`config.mk`:
```
export PLATFORM = sky130hd
export DESIGN_NAME = clk_en_sched
export DESIGN_NICKNAME = d
export VERILOG_FILES = /design/src/rtl/clk_en_sched.sv
export SDC_FILE = /design/constraint.sdc
export NUM_CORES = 1
export LEC_CHECK = 0
export BUFFER_PORTS_ARGS = -buffer_cell sky130_fd_sc_hd__buf_2
export CAP_MARGIN = 10
export CORE_UTILIZATION = 56
export DETAILED_ROUTE_END_ITERATION = 6
export PLACE_DENSITY = 0.85
export SYNTH_ARGS = -nofsm -noshare
export SYNTH_HDL_FRONTEND = slang
export SYNTH_SLANG_ARGS = --single-unit
```
`constraint.sdc`:
```
create_clock -name clock -period 3.9 [get_ports clock]
set_clock_uncertainty 0.15 [all_clocks]
set_input_delay 0.39 -clock clock [delete_from_list [all_inputs] [get_ports clock]]
set_output_delay 0.39 -clock clock [all_outputs]
set_load 0.1 [all_outputs]
```
`src/rtl/clk_en_sched.sv`:
```
// Clock-enable sequencer for a two-stage capture chain: the fast stage samples
// every active cycle, the slow stage once every P = div + 2 cycles.
module clk_en_sched #(
    parameter int DIV_W = 4,
    parameter int W     = 1
) (
    input  logic             clock,
    input  logic             reset,
    input  logic             start,
    input  logic             stop,
    input  logic [DIV_W-1:0] div,
    input  logic [W-1:0]     data,
    output logic             en_fast,
    output logic             en_slow,
    output logic [W-1:0]     q_d,
    output logic [W-1:0]     d_out,
    output logic             d_valid,
    output logic             busy
);

    typedef enum logic [1:0] {
        IDLE  = 2'd0,
        RUN   = 2'd1,
        DRAIN = 2'd2
    } state_t;

    state_t           state, state_nxt;
    logic [DIV_W:0]   cnt, cnt_nxt;
    logic [DIV_W-1:0] div_lat, div_lat_nxt;
    logic [DIV_W:0]   cnt_last;

    // Last count of a period is P_lat-1 = div_lat+1; one extra bit avoids overflow.
    assign cnt_last = {1'b0, div_lat} + {{DIV_W{1'b0}}, 1'b1};

    assign en_fast = (state != IDLE);
    assign en_slow = en_fast && (cnt == cnt_last);
    assign busy    = en_fast;

    always_ff @(posedge clock or negedge reset) begin
        if (!reset) begin
            state   <= IDLE;
            cnt     <= '0;
            div_lat <= '0;
        end else begin
            state   <= state_nxt;
            cnt     <= cnt_nxt;
            div_lat <= div_lat_nxt;
        end
    end

    always_comb begin
        state_nxt   = state;
        cnt_nxt     = cnt;
        div_lat_nxt = div_lat;
        case (state)
            IDLE: begin
                if (start) begin
                    state_nxt   = RUN;
                    cnt_nxt     = '0;
                    div_lat_nxt = div;
                end
            end
            RUN: begin
                cnt_nxt = en_slow ? '0 : cnt + 1'b1;
                // A stop on the strobe cycle ends immediately; otherwise finish the period.
                if (stop) begin
                    state_nxt = en_slow ? IDLE : DRAIN;
                end
            end
            DRAIN: begin
                cnt_nxt = en_slow ? '0 : cnt + 1'b1;
                if (en_slow) begin
                    state_nxt = IDLE;
                end
            end
            default: begin
                state_nxt = IDLE;
                cnt_nxt   = '0;
            end
        endcase
    end

    // Slow stage takes the pre-edge fast-stage value, so there is no race between them.
    always_ff @(posedge clock or negedge reset) begin
        if (!reset) begin
            q_d     <= '0;
            d_out   <= '0;
            d_valid <= 1'b0;
        end else begin
            if (en_fast) begin
                q_d <= data;
            end
            if (en_slow) begin
                d_out <= q_d;
            end
            d_valid <= en_slow;
        end
    end

endmodule

```
[After elaboration in Yosys (flattened, before gate mapping)]
Cells that the tools add are included.
Operators by class
  $add $sub $neg: 2
  multiplexer cells: 8
  reduce and logical (&&, ||, !) cells: 6
  equality and inequality tests: 6
Operator list (count)
  $mux 5: 2
  $pmux 5 s2: 1
  $mux 2: 4
  $ne 2x2->1 const B: 3
  $pmux 2 s3: 1
  $add 4x1->5 const B: 1
  $add 5x1->5 const B: 1
  $eq 5x5->1: 1
  $reduce_and 3->1: 1
  $eq 2x1->1 const B: 1
  $eq 2x2->1 const B: 1
  $logic_not 2->1: 1
  $reduce_and 2->1: 1
  $reduce_bool 2->1: 1
  $reduce_or 2->1: 1
  $logic_and 1x1->1: 1
Storage, ports and cells
  bits in registers: 14
  logic and storage cells: 28
  bits of input ports: 9
  output and inout bits: 6

[Depth between registers and ports, before layout]
  word-level depth: 6
  mapped depth: 7
  gate-level depth less buffers: 7

[Worst setup path after synthesis]
Ideal clock, no wire load.
  kind: register to output
  start: register div_lat[0]
  end: output port en_slow
  path buffers: 0
  cell stages (with the launch flop): 6
  path slack: 1424 ps
  data required time: 3360 ps
  data arrival time: 1936 ps
  path through: dfrtp_1 ha_1 o21ba_1 a221oi_2 o211ai_2 inv_1
On the way
  word-level cells in the longest chain between the ends: 3
Ends and longest elaborated chain
  from (decl): RTL line 29  | logic [DIV_W-1:0] div_lat, div_lat_nxt;
  from (signal assigned): RTL line 47  | div_lat <= div_lat_nxt;
  $add 4x1->5: RTL line 33  | assign cnt_last = {1'b0, div_lat} + {{DIV_W{1'b0}}, 1'b1};
  $eq 5x5->1: RTL line 36  | assign en_slow = en_fast && (cnt == cnt_last);
  $logic_and 1x1->1: RTL line 36
  to (decl): RTL line 14  | output logic en_slow,
Every way passes these cells.

[Worst setup path after layout]
Same ends and word-level chain as after synthesis.

==> reports/results.ini <==
[cells_and_area]
syn_to_final_growth_pct=14.2
instances_no_fill=106
n_antenna_cell=0
fin_nets=108
mostFrequentLayoutCells=dfrtp_1 (14), buf_2 (14), nand2_1 (8)
num-fill-cells=102
drive_gt1_share_pct=29.7

[global_routing]
grt_overflow=0
grt_pass1_wl_um=2350
antenna_found_initial=0
gr-usage-all-layers_pct=23.1
grt_max_degree=15
grt_pass1_vias=541

[floorplanning]
die_w_um=39.8
coreArea_um2=1320
start_util_pct=60.7
rows=13
die-area_um2=1580
ios=15
die_y_um=39.8

[worst_setup_path]
start_kind=flop
cp.required_ns=3.36
cp-end-kind=output pin
cp_data_arrival_time_ns=2.23
ff2ff_path_depth=6
crit_type=reg2out
worstPathMaxFanout=6

[min_path]
hold_depth=2
hold_path_class=in2reg

[timing]
hold_viol=0
period_minus_slack_ns=2.77
grt_setup_unrepaired=no
fin_crit_sh_pct=70.9
maxSlewViolCount=0
setup_slack_ns=1.13
fmax_mhz=362
tns_ns=0
tightest_slew_ns=0.647
setup_viol=0
slew_headroom_pct=56.7

[route]
wl_per_cell_um=13.6
dr.pass1.iters=4
drt_wl_total_um=1440
dr_total_vias=583
dr.first_iter.drc_count=5
avgViaCountPerCell=5.50
ant_nets=0
drc=0

[status]
status=finished clean

[synth]
synth.avg_cell_area_um2=10.8
ys_async_sr_fraction_pct=100
yosysWarningCount=0
netlist_instances=74
ys_seq_area_share_pct=43.8
netlist_area_um2=800
synth-seq-cells=14
synth_nets=89
synth_edf_count=0
synth_cell_types=24
ys.flop_type=dfrtp_1

[place]
place_inst=102
dp_slack_ns=1.45
portBuffers=14
place_hpwl_um=1120
routabilityCongestion=0.834

[clock_network]
clkTransAtPathRegs_ns=0.08
cts_sinks=14
tritoncts=done
htree_levels=1
clock_latency_ns=0.28
clockBufferDepth=2
cts-root-buf=clkbuf_4
postCtsSetupRepairBufs=0
cts_buffers=3

[run]
max_cap_viol_count=0

==> stage by stage <==
stage          hold slack, ns  area (µm²)  utilization [%]
2_1_floorplan         -0.0556         800                -
3_3_place_gp            0.150         881             66.9
3_5_place_dp            0.150         881             66.9
4_1_cts                 0.191         913             69.3
5_1_grt                 0.186         913             69.3
6_report                0.189         913             69.3
==> synthesized netlist by cell type, drive strengths merged (2+ instances only) <==
cell	count	area share, %
nand3	4	2.5
a221oi	2	5.2
nand2	8	3.8
nor2	2	0.94
xnor2	4	4.4
a21oi	2	1.3
mux2	7	10
o22ai	2	1.6
nor3	3	1.9
ha	6	9.4
o21ai	4	2.5
dfrtp	14	44
inv	7	3.3
==> what timing repair did <==
action	4_1_cts	5_1_grt
endpoints found under the hold margin	14	0
hold buffers	1	0
gates resized for setup	0	0
==> routing by layer <==
layer | share of wire [%] | vias to the layer above | track usage [%]
met5 | 0 | - | 0
met4 | 1.5 | 0 | 10.3
met3 | 3.0 | 4 | 5.11
met2 | 49 | 11 | 35.2
met1 | 47 | 272 | 30.7
li1 | - | 296 | -
==> cells by family (layout without fill, tap and decap cells) <==
kind of cell / Yosys count / after routing / share of synthesized area [%]
mux: 7 / 7 / 10.3
flops: 14 / 14 / 43.8
compound gates: 13 / 13 / 14.1
buf+inv: 8 / 25 / 4.23
fa+ha+maj: 6 / 6 / 9.39
xor+xnor: 5 / 5 / 5.48
simple gates: 21 / 21 / 12.7
==> area by class of cell <==
cell class | count | area (µm²) | area share, %
flip-flops and latches | 14 | 350 | 38.4
multi-input cells | 52 | 415 | 45.5
well taps | 15 | 18.8 | 2.05
clock buffers | 3 | 22.5 | 2.47
repair buffers | 15 | 80.1 | 8.77
inverters | 7 | 26.3 | 2.88
==> critical path: stages, from the launching register on <==
cell and delay, ns:
dfrtp_1 0.42, ha_1 0.27, o21ba_1 0.21, a221oi_2 0.28
o211ai_2 0.19, inv_1 0.14, buf_2 0.44
==> sequential cells by signal (all words and copies together) (netlist names) <==
signal / flops
div_lat: 4
d_valid: 1
state: 2
q_d: 1
cnt: 5
d_out: 1
==> final timing paths <==
kind | start | to | slack (ns)
max | div_lat[0]$_DFFE_PN0P_ | en_slow | 1.13
min | div[3] | div_lat[3]$_DFFE_PN0P_ | 0.19
max reg2reg | div_lat[0]$_DFFE_PN0P_ | state[0]$_DFFE_PN0P_ | 1.65
min reg2reg | d_out$_DFFE_PN0P_ | d_out$_DFFE_PN0P_ | 0.36
max in group asynchronous | reset | state[0]$_DFFE_PN0P_ | 2.97
min in group asynchronous | reset | cnt[4]$_DFFE_PN0P_ | 0.38
Power is left out: the tool's default activity adds up to more than one toggle a clock period on the data nets, which glitch-free logic cannot reach.
